`config.mk`:
```
export PLATFORM = sky130hd
export DESIGN_NAME = svm_pwm_sequencer
export DESIGN_NICKNAME = d
export VERILOG_FILES = /design/src/rtl/svm_pkg.sv /design/src/rtl/svm_dead_time.sv /design/src/rtl/svm_pwm_sequencer.sv
export SDC_FILE = /design/constraint.sdc
export NUM_CORES = 1
export LEC_CHECK = 0
export BUFFER_PORTS_ARGS = -buffer_cell sky130_fd_sc_hd__buf_4
export CAP_MARGIN = 30
export CORE_ASPECT_RATIO = 1.4
export CORE_MARGIN = 2
export CORE_UTILIZATION = 55
export DETAILED_ROUTE_END_ITERATION = 6
export PLACE_DENSITY_LB_ADDON = 0.1
export SYNTH_ARGS = -nofsm -noshare
export SYNTH_HDL_FRONTEND = slang
export SYNTH_SLANG_ARGS = --single-unit
```
`constraint.sdc`:
```
create_clock -name CLK -period 12 [get_ports CLK]
set_input_delay 1.2 -clock CLK [delete_from_list [all_inputs] [get_ports CLK]]
set_output_delay 1.2 -clock CLK [all_outputs]
set_load 0.05 [all_outputs]
```
`src/rtl/svm_pkg.sv`:
```
// rtl/svm_pkg.sv - shared types, constants and sector lookup for the SVM PWM sequencer
package svm_pkg;

  // Sequencer state
  typedef enum logic [1:0] {
    ST_IDLE  = 2'd0,
    ST_PRIME = 2'd1,
    ST_RUN   = 2'd2
  } svm_state_t;

  // Phase indices
  localparam logic [1:0] PH_A = 2'd0;
  localparam logic [1:0] PH_B = 2'd1;
  localparam logic [1:0] PH_C = 2'd2;

  localparam int T_TAST_DEFAULT = 20000;
  localparam int DEAD_DEFAULT   = 100;

  // Phase that switches first (threshold a), middle, and last (threshold c)
  typedef struct packed {
    logic [1:0] first;
    logic [1:0] mid;
    logic [1:0] last;
  } svm_order_t;

  function automatic svm_order_t svm_sector_order(input logic [2:0] sector);
    svm_order_t order;
    case (sector)
      3'd1:    order = {PH_A, PH_B, PH_C};
      3'd2:    order = {PH_B, PH_A, PH_C};
      3'd3:    order = {PH_B, PH_C, PH_A};
      3'd4:    order = {PH_C, PH_B, PH_A};
      3'd5:    order = {PH_C, PH_A, PH_B};
      3'd6:    order = {PH_A, PH_C, PH_B};
      // Invalid sectors are masked by FAULT; any order will do
      default: order = {PH_A, PH_B, PH_C};
    endcase
    return order;
  endfunction

endpackage

```
`src/rtl/svm_dead_time.sv`:
```
// rtl/svm_dead_time.sv - dead-time protected gate pair for one half-bridge phase
module svm_dead_time
  import svm_pkg::*;
#(
  parameter int DEAD = DEAD_DEFAULT
) (
  input  logic i_clk,
  input  logic i_rst_n,
  input  logic i_off,
  input  logic i_des,
  output logic o_hi,
  output logic o_lo
);

  localparam int CW = (DEAD < 1) ? 1 : $clog2(DEAD + 1);

  logic          r_target;
  logic [CW-1:0] r_cnt;
  logic          r_hi;
  logic          r_lo;

  // Any change of target drops both gates; the new side is driven only after the dead count expires
  always_ff @(posedge i_clk or negedge i_rst_n) begin
    if (!i_rst_n) begin
      r_target <= 1'b0;
      r_cnt    <= CW'(DEAD);
      r_hi     <= 1'b0;
      r_lo     <= 1'b0;
    end else if (i_off) begin
      // Off is immediate; a later enable still waits a full dead time before LO
      r_target <= 1'b0;
      r_cnt    <= CW'(DEAD);
      r_hi     <= 1'b0;
      r_lo     <= 1'b0;
    end else if (i_des != r_target) begin
      r_target <= i_des;
      r_cnt    <= CW'(DEAD);
      r_hi     <= 1'b0;
      r_lo     <= 1'b0;
    end else if (r_cnt > CW'(1)) begin
      r_cnt <= r_cnt - 1'b1;
    end else begin
      r_cnt <= '0;
      r_hi  <= r_target;
      r_lo  <= ~r_target;
    end
  end

  assign o_hi = r_hi;
  assign o_lo = r_lo;

endmodule

```
`src/rtl/svm_pwm_sequencer.sv`:
```
// rtl/svm_pwm_sequencer.sv - space-vector PWM period sequencer with 7-segment pattern and dead time
module svm_pwm_sequencer
  import svm_pkg::*;
#(
  parameter int T_TAST = T_TAST_DEFAULT,
  parameter int DEAD   = DEAD_DEFAULT,
  parameter int TW     = 15
) (
  input  logic          CLK,
  input  logic          RESET_N,
  input  logic          ENABLE,
  input  logic [TW-1:0] T_1,
  input  logic [TW-1:0] T_2,
  input  logic [2:0]    SECTOR,
  output logic          SAMPLE,
  output logic [2:0]    GATE_HI,
  output logic [2:0]    GATE_LO,
  output logic          SAT,
  output logic          FAULT
);

  localparam logic [TW-1:0] L_TAST = TW'(T_TAST);
  localparam logic [TW-1:0] L_HALF = TW'(T_TAST / 2);
  localparam logic [TW-1:0] L_LAST = TW'(T_TAST - 1);

  svm_state_t    r_state;
  logic [TW-1:0] r_cnt;
  logic          r_sample;
  logic [TW-1:0] r_t1;
  logic [TW-1:0] r_t2;
  logic [2:0]    r_sector;
  logic          r_sat;
  logic          r_fault;
  logic [TW-1:0] r_a;
  logic [TW-1:0] r_b1;
  logic [TW-1:0] r_b2;
  logic [TW-1:0] r_c;

  logic [TW:0]   w_sum;
  logic [TW-1:0] w_t1;
  logic [TW-1:0] w_t2;
  logic          w_sat;
  logic          w_sector_bad;
  logic [TW-1:0] w_t0;
  logic [TW-1:0] w_a;
  logic [TW-1:0] w_mid;
  logic [TW-1:0] w_pos;
  logic [TW-1:0] w_thr;
  svm_order_t    w_order;
  logic [2:0]    w_des;
  logic          w_off;

  // Clamp the incoming dwell times so the active vectors never exceed one period
  always_comb begin
    w_sum = {1'b0, T_1} + {1'b0, T_2};
    w_t1  = T_1;
    w_t2  = T_2;
    w_sat = 1'b0;
    if (T_1 >= L_TAST) begin
      w_t1  = L_TAST;
      w_t2  = '0;
      w_sat = 1'b1;
    end else if (w_sum > {1'b0, L_TAST}) begin
      w_t2  = L_TAST - T_1;
      w_sat = 1'b1;
    end
  end

  assign w_sector_bad = (SECTOR == 3'd0) || (SECTOR == 3'd7);

  // Period sequencer: IDLE -> one PRIME period -> RUN, latching inputs on the last count
  always_ff @(posedge CLK or negedge RESET_N) begin
    if (!RESET_N) begin
      r_state  <= ST_IDLE;
      r_cnt    <= '0;
      r_sample <= 1'b0;
      r_t1     <= '0;
      r_t2     <= '0;
      r_sector <= '0;
      r_sat    <= 1'b0;
      r_fault  <= 1'b0;
    end else if (!ENABLE) begin
      r_state  <= ST_IDLE;
      r_cnt    <= '0;
      r_sample <= 1'b0;
    end else begin
      r_sample <= 1'b0;
      case (r_state)
        ST_IDLE: begin
          r_state  <= ST_PRIME;
          r_cnt    <= '0;
          r_sample <= 1'b1;
        end
        default: begin
          if (r_cnt == L_LAST) begin
            r_state  <= ST_RUN;
            r_cnt    <= '0;
            r_sample <= 1'b1;
            r_t1     <= w_t1;
            r_t2     <= w_t2;
            r_sector <= SECTOR;
            r_sat    <= w_sat;
            r_fault  <= w_sector_bad;
          end else begin
            r_cnt <= r_cnt + 1'b1;
          end
        end
      endcase
    end
  end

  assign w_t0 = L_TAST - r_t1 - r_t2;
  assign w_a  = w_t0 >> 2;

  // Switching thresholds, one cycle behind the shadow registers
  always_ff @(posedge CLK or negedge RESET_N) begin
    if (!RESET_N) begin
      r_a  <= '0;
      r_b1 <= '0;
      r_b2 <= '0;
      r_c  <= '0;
    end else begin
      r_a  <= w_a;
      r_b1 <= w_a + (r_t1 >> 1);
      r_b2 <= w_a + (r_t2 >> 1);
      r_c  <= w_a + (r_t1 >> 1) + (r_t2 >> 1);
    end
  end

  // Center-aligned pattern: fold the counter and compare each phase against its threshold
  always_comb begin
    w_order = svm_sector_order(r_sector);
    w_mid   = r_sector[0] ? r_b1 : r_b2;
    w_pos   = (r_cnt < L_HALF) ? r_cnt : (L_LAST - r_cnt);
    w_des   = '0;
    w_thr   = '0;
    for (int ph = 0; ph < 3; ph++) begin
      w_thr = '0;
      if (w_order.first == 2'(ph)) w_thr = r_a;
      if (w_order.mid   == 2'(ph)) w_thr = w_mid;
      if (w_order.last  == 2'(ph)) w_thr = r_c;
      w_des[ph] = (r_state == ST_RUN) && !r_fault && (w_pos >= w_thr);
    end
  end

  assign w_off = !ENABLE || (r_state == ST_IDLE);

  for (genvar g = 0; g < 3; g++) begin : g_phase
    svm_dead_time #(
      .DEAD(DEAD)
    ) u_dead_time (
      .i_clk  (CLK),
      .i_rst_n(RESET_N),
      .i_off  (w_off),
      .i_des  (w_des[g]),
      .o_hi   (GATE_HI[g]),
      .o_lo   (GATE_LO[g])
    );
  end

  assign SAMPLE = r_sample;
  assign SAT    = r_sat;
  assign FAULT  = r_fault;

endmodule

```
==> flow_summary.json, run 1 <==
{
  "cts_tree": "built",
  "multi_input_area_um2": 7909,
  "fin_setup_tns_ns": 0,
  "r2r_slack_ns": 6.41,
  "fp.dieH_um": 178.8,
  "worstSetupEndpointType": "register",
  "final.fill_count": 1913,
  "drc": 0,
  "overflow": 0,
  "first_global_vias": 10240,
  "synth-seq-cells": 141,
  "rsz0062_at_grt": "no",
  "avgSynthCellArea_um2": 8.270,
  "htree_levels": 4,
  "cts_root_buf": "clkbuf_16",
  "fmax_mhz": 178.8,
  "cts_setup_buffers": 0,
  "synthCells": 1451,
  "period_needed_ns": 5.592,
  "setup_viol": 0,
  "gr-usage-met2_pct": 48.68,
  "p_leak_nw": 5.949,
  "tightestPinTransition_ns": 0.9987,
  "arrival_ns": 5.88,
  "yosysWarnings": 0,
  "numCtsBuffers": 17,
  "synthFlopType": "dfrtp_1",
  "layout_commonest_cell": "nand2_1",
  "io_buffers": 44,
  "clock_latency_ns": 0.44,
  "start_kind": "register",
  "register_area_um2": 3543,
  "instances_no_fill": 1736,
  "required_ns": 12.29,
  "dp_cells": 1703,
  "max_slew_margin_pct": 32.91,
  "routedWlPerCell_um": 16.31,
  "synth_area_leaders": "dfrtp_1, ha_1, nand2_1",
  "grt_pass1_wl_mm": 47.23,
  "routed_wl_mm": 28.31,
  "std_cell_rows": 63,
  "vias_per_cell": 5.925,
  "start_util_pct": 56.38,
  "antenna_found_initial": 0,
  "final_cell_mix": "nand2_1, ha_1, nor2_1, dfrtp_1, o21ai_0",
  "synth.distinct_cells": 73,
  "hold_class": "reg2reg",
  "dieArea_um2": 23030,
  "layout.nets": 1648,
  "grt_util_met1_pct": 27.26,
  "netlist_area_um2": 12000,
  "grt_max_degree": 111,
  "async_flop_share_pct": 100.0,
  "drive_above_1_share_pct": 8.537,
  "hold_viol": 0,
  "synth_edf_count": 0,
  "groute.usage.overall_pct": 25.64,
  "ctsResizeCount": 0,
  "die_w_um": 128.8,
  "critPathKind": "reg2reg",
  "cp_max_fo": 6,
  "num_vias": 10290,
  "min_period_over_period_pct": 46.60,
  "cts_hold_buf": 0,
  "core_area_um2": 21280,
  "grt.busiest_layer": "met2",
  "postPlaceCellArea_um2": 12460,
  "area_growth_pct": 9.467,
  "ir_drop_mv": 0.1082,
  "synth_top_area_share_pct": 27.53,
  "cts.path.max_buffers": 2,
  "outcome": "finished, final reports clean",
  "ios": 45,
  "finalMaxSlewViolations": 0,
  "dr.pass1.iters": 7,
  "clk_pin_slew_ns": 0.06,
  "place_congestion": 0.9029,
  "timing.max_cap.violations": 0,
  "synth-seq-area-share_pct": 29.50,
  "drt_iter0_drc": 532,
  "synth_largest_area_cell": "dfrtp_1",
  "grtUsageMet3_pct": 3.820,
  "antenna_cells": 0,
  "dp_hpwl_mm": 22.03,
  "ant_nets": 0,
  "stdcell_area_um2": 13140,
  "syn_nets": 1636,
  "skew_ns": 0.01239,
  "power_density_nw_per_um2": 90.04,
  "clkSinkCount": 141
}
[logic make-up after synthesis]
family                   share of synthesized area (%)
AND/OR/NAND/NOR                                  19.38
AO/OA/AOI/OAI                                    22.28
adder cells (fa/ha/maj)                          15.85
flip-flops                                       29.50
buffers and inverters                            4.598
XOR/XNOR                                         7.517
multiplexers                                    0.8758
[power breakdown]
part	switching, W	leakage (nW)	internal [W]
Clock	0.000216	0.312	0.000370
Combinational	0.0000689	3.94	0.0000435
Sequential	0.00000382	1.70	0.000481
[final timing paths]
path,start,end,cells after the start
worst max-delay path,r_t2[2]$_DFFE_PN0P_,r_c[14]$_DFF_PN0_,22
worst min-delay path,g_phase[2].u_dead_time.o_hi$_DFFE_PN0P_,g_phase[2].u_dead_time.o_hi$_DFFE_PN0P_,2
worst max register to register,r_t2[2]$_DFFE_PN0P_,r_c[14]$_DFF_PN0_,22
worst min register to register,g_phase[2].u_dead_time.o_hi$_DFFE_PN0P_,g_phase[2].u_dead_time.o_hi$_DFFE_PN0P_,2
max in group asynchronous,RESET_N,r_b2[14]$_DFF_PN0_,3
min in group asynchronous,RESET_N,r_t2[1]$_DFFE_PN0P_,1
[Yosys cell counts, drive strengths merged, types with 6 or more instances]
cell type	number
or2	8
o21ai	121
clkbuf	44
dfrtp	132
and3	9
a31oi	17
a21oi	98
xor2	36
or3	13
xnor2	67
o21a	15
o211ai	26
nor3	35
a21o	26
inv	74
o22ai	16
buf	18
nor2b	23
mux2i	6
nand4	7
o21bai	6
nand3	43
nor2	135
a211oi	13
ha	144
nand2	160
nand2b	48
dfstp	9
o31ai	6
o221ai	13
o41ai	13
[registers in the layout, summed over array words and instances, names as in the netlist]
| signal | count |
|---|---|
| r_state | 2 |
| g_phase.u_dead_time.o_hi | 3 |
| r_sector | 3 |
| r_b1 | 15 |
| r_a | 13 |
| g_phase.u_dead_time.r_target | 3 |
| g_phase.u_dead_time.r_cnt | 21 |
| SAT | 1 |
| r_t2 | 15 |
| r_t1 | 15 |
| g_phase.u_dead_time.o_lo | 3 |
| r_cnt | 15 |
| FAULT | 1 |
| r_b2 | 15 |
| SAMPLE | 1 |
| r_c | 15 |
[per-stage QoR]
| step | hold slack [ns] | utilization [%] | power [W] | worst slack [ns] |
|---|---|---|---|---|
| floorplan | 0.4400 | - | 0.0005647 | 7.177 |
| global placement | 0.4526 | 58.53 | 0.0006036 | 6.695 |
| detailed placement | 0.4575 | 58.57 | 0.0006054 | 6.530 |
| CTS | 0.4705 | 61.59 | 0.001192 | 6.386 |
| global route | 0.4909 | 61.72 | 0.001227 | 5.903 |
| finish | 0.4639 | 61.72 | 0.001183 | 6.408 |
[metal layers]
layer  part of all wire (%)  vias to the layer above
li1                       -                     5188
met1                     40                     4837
met2                     53                      189
met5                      0                        -
met3                    2.2                       71
met4                    4.3                        0
[critical path, stage by stage (launching register included)]
cell,delay (ns)
dfrtp_1,0.50
inv_1,0.08
ha_1,0.32
fa_1,0.47
a21o_1,0.19
a21oi_1,0.23
o21bai_1,0.11
a21oi_1,0.22
nor2b_1,0.10
o21a_1,0.17
nor2_1,0.11
xnor2_1,0.18
ha_1,0.33
and3_1,0.21
nand3_1,0.07
and3_1,0.18
nor4b_1,0.38
nor2_1,0.14
xor2_1,0.19
ha_1,0.26
o41ai_1,0.60
o21ai_0,0.21
xor2_1,0.17
[area by class of cell]
cell class,count,area share (%)
clock buffer,19,3.296
clock inverter,13,1.610
inverter,74,2.114
multi-input combinational,1174,60.21
sequential,141,26.97
tap,260,2.476
timing repair buffer,55,3.324
No activity file was read; power rests on OpenSTA's default activity.
==> inputs of run 2 (changes only) <==
Clock period 12 ns to 5.1 ns, I/O delays scaled along.
==> flow_summary.json, run 2 (synthesized netlist as in run 1, its figures left out) <==
{
  "outcome": "finished, final reports clean",
  "clkSinkCount": 141,
  "std_cell_rows": 63,
  "area_growth_pct": 12.47,
  "htree_levels": 4,
  "start_kind": "register",
  "cts_root_buf": "clkbuf_16",
  "arrival_ns": 5.15,
  "critPathKind": "reg2reg",
  "multi_input_area_um2": 8083,
  "min_period_over_period_pct": 94.86,
  "largest_register": "g_phase.u_dead_time.r_cnt",
  "critical_path.top_delay_family": "adder cells",
  "overflow": 0,
  "dieArea_um2": 23030,
  "crit_slowest_cell": "fa_2",
  "num_vias": 10430,
  "hold_viol": 0,
  "drc": 0,
  "register_area_um2": 3543,
  "drive_above_1_share_pct": 12.05,
  "hold_class": "in2async",
  "numCtsBuffers": 17,
  "grt_max_degree": 96,
  "period_needed_ns": 4.838,
  "tightestPinTransition_ns": 1.004,
  "p_leak_nw": 6.119,
  "dr.pass1.iters": 4,
  "cts_tree": "built",
  "io_buffers": 44,
  "dp_hpwl_mm": 22.14,
  "core_area_um2": 21280,
  "finalMaxSlewViolations": 0,
  "start_util_pct": 56.38,
  "power_density_nw_per_um2": 206.7,
  "final_cell_mix": "nand2_1, ha_1, nor2_1, dfrtp_1, o21ai_0",
  "groute.usage.overall_pct": 26.05,
  "layout_commonest_cell": "nand2_1",
  "dp_cells": 1722,
  "crit_buf_inv": 3,
  "grt_pass1_wl_mm": 48.40,
  "cp_max_fo": 4,
  "fin_setup_tns_ns": 0,
  "clk_pin_slew_ns": 0.06,
  "fmax_mhz": 206.7,
  "largest_reg_flops": 21,
  "ios": 45,
  "final.fill_count": 1860,
  "timing.max_cap.violations": 0,
  "crit_chain": "inv_2 > ha_1 > fa_2 > a21o_1 > a21oi_2 > o21bai_1 > a21oi_2 > nor2b_1 > o2111ai_1 > nand3_2 > nor2_2 > xnor2_2 > ha_1 > or3_1 > o21ai_0 > nor2_1 > xor2_1 > ha_2 > nor3_1 > nor2_1 > o41ai_2 > buf_4 > buf_4 > xnor2_1",
  "instances_no_fill": 1762,
  "worstSetupEndpointType": "register",
  "setup_viol": 0,
  "cts_hold_buf": 0,
  "die_w_um": 128.8,
  "ir_drop_mv": 0.2307,
  "max_slew_margin_pct": 33.06,
  "routed_wl_mm": 28.83,
  "vias_per_cell": 5.917,
  "cts.path.max_buffers": 2,
  "ant_nets": 0,
  "required_ns": 5.42,
  "first_global_vias": 10450,
  "fp.dieH_um": 178.8,
  "antenna_cells": 0,
  "antenna_found_initial": 0,
  "layout.nets": 1674,
  "routedWlPerCell_um": 16.36,
  "place_congestion": 0.8884,
  "drt_iter0_drc": 441,
  "skew_ns": 0.01140,
  "max_stage_delay_ns": 0.40,
  "clock_latency_ns": 0.43
}
[run 2: cell count changes in the layout (fill, tap and decap cells not counted), moves of 4 or more]
cell | previous run | this run
a21oi_1 | 98 | 92
a21oi_2 | 0 | 6
buf_4 | 53 | 79
ha_1 | 144 | 140
o21ai_0 | 116 | 111
xnor2_1 | 67 | 63
xnor2_2 | 0 | 4
[run 2: path summary, 6_finish.rpt]
check	startpoint	endpoint	slack, ns	cells after the start
worst max-delay path	r_t1[2]$_DFFE_PN0P_	r_c[12]$_DFF_PN0_	0.26	24
worst min-delay path	RESET_N	FAULT$_DFFE_PN0P_	0.14	1
worst max register to register	r_t1[2]$_DFFE_PN0P_	r_c[12]$_DFF_PN0_	0.26	24
worst min register to register	g_phase[2].u_dead_time.o_lo$_DFFE_PN0P_	g_phase[2].u_dead_time.o_lo$_DFFE_PN0P_	0.47	2
max in group asynchronous	RESET_N	g_phase[2].u_dead_time.r_target$_DFFE_PN0P_	3.87	2
min in group CLK	T_2[6]	r_t2[6]$_DFFE_PN0P_	0.28	2
[run 2: stage by stage]
step           area [um2]  worst slack [ns]  util, %  hold WS [ns]  total power (W)
2_1_floorplan       12000            0.2773        -        0.2144         0.001329
3_3_place_gp        12620        -0.0009206    59.29        0.4555         0.001421
3_5_place_dp        12620           -0.1076    59.29        0.4588         0.001425
4_1_cts             13280           0.01531    62.39        0.1840         0.002813
5_1_grt             13500           -0.1018    63.42        0.2203         0.002889
6_report            13500            0.2622    63.42        0.1372         0.002790
[run 2: what timing repair did]
action,4_1_cts,5_1_grt
pin swaps,0,10
endpoints found under the setup margin,1,6
resized for setup,4,35
buffers inserted,0,8
[run 2: cell type report]
type                       instances  share of cell area (%)
clock buffer                      20                   3.235
clock inverter                    12                   1.530
inverter                          74                   2.058
multi-input combinational       1174                   59.89
sequential                       141                   26.25
tap                              260                   2.410
timing repair buffer              81                   4.626
[run 2: layer usage]
layer	vias to the layer above	global-route usage (%)	part of all wire (%)
met5	-	0	0
met4	0	10.78	2.6
met3	48	3.342	2.6
met2	186	50.07	55
met1	4946	28.39	40
li1	5245	-	-
[run 2: worst reg2reg max path, cell delays in order (launching register included)]
cell and delay [ns]:
dfrtp_1 0.37, inv_2 0.07, ha_1 0.34, fa_2 0.40
a21o_1 0.21, a21oi_2 0.18, o21bai_1 0.11, a21oi_2 0.16
nor2b_1 0.08, o2111ai_1 0.23, nand3_2 0.14, nor2_2 0.15
xnor2_2 0.17, ha_1 0.33, or3_1 0.33, o21ai_0 0.12
nor2_1 0.10, xor2_1 0.24, ha_2 0.27, nor3_1 0.08
nor2_1 0.16, o41ai_2 0.11, buf_4 0.14, buf_4 0.12
xnor2_1 0.11
[run 2: power breakdown]
part | internal [W] | switching [W]
registers | 0.00113 | 0.00000904
clock network | 0.000875 | 0.000512
logic | 0.000100 | 0.000163
total | 0.00211 | 0.000684
==> inputs of run 3 (changes only) <==
Settings changed: ABC_AREA set to 1.
Clock period 5.1 ns to 6.2 ns, I/O delays scaled along.
==> flow_summary.json, run 3 <==
{
  "largest_reg_flops": 21,
  "netlist_area_um2": 11580,
  "dieArea_um2": 22240,
  "start_kind": "register",
  "yosysWarnings": 0,
  "max_stage_delay_ns": 0.48,
  "critical_path.top_delay_family": "compound AO/OA/AOI/OAI gates",
  "timing.rr.end": "r_c[14]$_DFF_PN0_",
  "cts.path.max_buffers": 2,
  "setup_viol": 0,
  "dr.pass1.iters": 6,
  "routedWlPerCell_um": 15.69,
  "htree_levels": 4,
  "synthMuxAreaShare_pct": 0,
  "synth_top_family_by_area": "simple AND/OR/NAND/NOR gates",
  "required_ns": 6.50,
  "syn_nets": 1731,
  "place_ws_ns": 0.8835,
  "crit_buf_inv": 3,
  "layout.nets": 1772,
  "area_growth_pct": 9.801,
  "synthFlopType": "dfrtp_1",
  "rr_startpoint": "r_t2[2]$_DFFE_PN0P_",
  "drc": 0,
  "p_switching_w": 0.001870,
  "io_buffers": 44,
  "synth_area_leaders": "dfrtp_1, ha_1, nand2_1",
  "rsz0062_at_grt": "no",
  "cts_hold_buf": 0,
  "synth_edf_count": 0,
  "drt_iter0_drc": 391,
  "timing.max_cap.violations": 0,
  "vias_per_cell": 5.450,
  "clock_latency_ns": 0.43,
  "crit_chain": "inv_1 > ha_1 > ha_1 > nand2_1 > o21ai_0 > a21boi_0 > o21ai_0 > a31oi_1 > o21ai_0 > xor2_1 > inv_1 > ha_1 > nand2_1 > nor3_1 > nand4_1 > o21ai_0 > xor2_1 > ha_1 > nand2_1 > nor2_1 > inv_1 > nor4_1 > a211oi_1 > xnor2_1",
  "antenna_found_initial": 0,
  "cts_setup_buffers": 0,
  "r2r_slack_ns": 0.81,
  "ios": 45,
  "holdWs_ns": 0.2218,
  "first_global_vias": 10590,
  "synth_xor_area_share_pct": 6.657,
  "synthCells": 1546,
  "ant_nets": 0,
  "core_area_um2": 20560,
  "finalMaxSlewViolations": 0,
  "hold_class": "in2async",
  "tightestPinTransition_ns": 0.8384,
  "gr-usage-met2_pct": 54.28,
  "grt_pass1_wl_mm": 48.89,
  "arrival_ns": 5.69,
  "synth-seq-area-share_pct": 30.57,
  "groute.usage.overall_pct": 27.43,
  "ctsResizeCount": 0,
  "yosysMostFrequentCell": "nand2_1",
  "min_period_over_period_pct": 86.88,
  "routed_wl_mm": 29.10,
  "comb_power_share_pct": 48.3,
  "critPathKind": "reg2reg",
  "avgSynthCellArea_um2": 7.489,
  "period_needed_ns": 5.386,
  "p_seq_share_pct": 28.7,
  "power_density_nw_per_um2": 352.7,
  "numCtsBuffers": 17,
  "outcome": "finished, final reports clean",
  "synth_commonest_cells": "nand2_1, inv_1, ha_1",
  "cts_root_buf": "clkbuf_16",
  "drive_above_1_share_pct": 7.380,
  "max_slew_margin_pct": 44.11,
  "clkSinkCount": 141,
  "overflow": 0,
  "p_int_w": 0.002615,
  "fin_setup_tns_ns": 0,
  "p_clk_share_pct": 23.1,
  "grt_max_degree": 74,
  "grtUsageMet3_pct": 3.229,
  "num_vias": 10110,
  "cp_max_fo": 6,
  "setup_slack_ns": 0.8137,
  "std_cell_rows": 62,
  "skew_ns": 0.006334,
  "fmax_mhz": 185.7,
  "async_flop_share_pct": 100.0,
  "antenna_cells": 0,
  "place_congestion": 0.9050,
  "grt_util_met1_pct": 26.88,
  "synth.distinct_cells": 53,
  "grt.busiest_layer": "met2",
  "layout_commonest_cell": "nand2_1",
  "synthAdderAreaFrac_pct": 16.43,
  "hold_viol": 0,
  "ir_drop_mv": 0.2034,
  "synth-seq-cells": 141,
  "synth_top_area_share_pct": 28.53,
  "largest_register": "g_phase.u_dead_time.r_cnt",
  "p_leak_nw": 6.754,
  "synth-simple-area-share_pct": 23.77,
  "final_cell_mix": "nand2_1, inv_1, ha_1, dfrtp_1, a21oi_1",
  "swShare_pct": 41.70,
  "worstSetupEndpointType": "register",
  "start_util_pct": 56.32,
  "cts_tree": "built",
  "synth_largest_area_cell": "dfrtp_1",
  "die_w_um": 126.6,
  "dp_hpwl_mm": 23.77,
  "clk_pin_slew_ns": 0.06,
  "synth_compound_area_share_pct": 13.71,
  "fp.dieH_um": 175.7,
  "r2r_cells": 24,
  "crit_slowest_cell": "dfrtp_1"
}
## run 3: changes by cell type in the layout (fill, tap and decap cells not counted), moves of 13 or more
cell / delta
nor2_1: -41
or3_1: -13
xor2_1: +33
inv_1: +147
o21ai_0: -21
xnor2_1: -43
nand2_1: +219
nand2b_1: -48
nand3_1: +44
nor2b_1: -21
o221ai_1: -13
a21o_1: -21
buf_4: -28
nand4_1: +14
## run 3: layout make-up
| cell class | instances | area [um2] |
|---|---|---|
| clock inverters | 10 | 140.1 |
| repair buffers | 52 | 394.1 |
| well taps | 256 | 320.3 |
| clock buffers | 21 | 450.4 |
| fillers | 1911 | 7844 |
| flip-flops and latches | 141 | 3540 |
| multi-input cells | 1147 | 7013 |
| inverters | 228 | 855.8 |
## run 3: layer usage
| layer | vias to the layer above | share of wire, % |
|---|---|---|
| met5 | - | 0 |
| met4 | 0 | 5.2 |
| met3 | 79 | 1.9 |
| met2 | 182 | 56 |
| met1 | 4667 | 37 |
| li1 | 5181 | - |
## run 3: power by group through the flow
stage | sequential, W | combinational (W) | clock (W)
2_1_floorplan | 0.00125 | 0.00164 | 0
3_3_place_gp | 0.00130 | 0.00211 | 0
3_5_place_dp | 0.00130 | 0.00215 | 0
4_1_cts | 0.00129 | 0.00217 | 0.00106
5_1_grt | 0.00131 | 0.00245 | 0.00109
6_report | 0.00129 | 0.00217 | 0.00103
## run 3: worst max-delay path by stage
stage | from | end | depth (start not counted) | slack (ns)
after floorplan | r_t2[2]$_DFFE_PN0P_ | r_c[14]$_DFF_PN0_ | 24 | 1.84
after global placement | r_t2[2]$_DFFE_PN0P_ | r_c[14]$_DFF_PN0_ | 24 | 0.96
after detailed placement | r_t2[2]$_DFFE_PN0P_ | r_c[14]$_DFF_PN0_ | 24 | 0.88
after CTS | r_t2[2]$_DFFE_PN0P_ | r_c[14]$_DFF_PN0_ | 24 | 0.84
after global routing | r_t2[2]$_DFFE_PN0P_ | r_c[14]$_DFF_PN0_ | 24 | 0.47
final | r_t2[2]$_DFFE_PN0P_ | r_c[14]$_DFF_PN0_ | 24 | 0.81
## run 3: per-stage QoR
| step | utilization [%] | instances | cell area, um2 | power [W] |
|---|---|---|---|---|
| final | 61.84 | 1855 | 12710 | 0.004485 |
| after global routing | 61.84 | 1855 | 12710 | 0.004853 |
| after CTS | 61.84 | 1855 | 12710 | 0.004508 |
| after detailed placement | 58.97 | 1824 | 12120 | 0.003451 |
| after global placement | 58.97 | 1824 | 12120 | 0.003417 |
| after floorplan | - | 1546 | 11580 | 0.002889 |
## run 3: cell families after synthesis
logic type                 count (synthesis)
xor gates and xnor gates                  88
buffers and inverters                    258
and+or+nand+nor                          636
DFF                                      141
AOI/OAI and AO/OA                        274
adders and majority gates                149
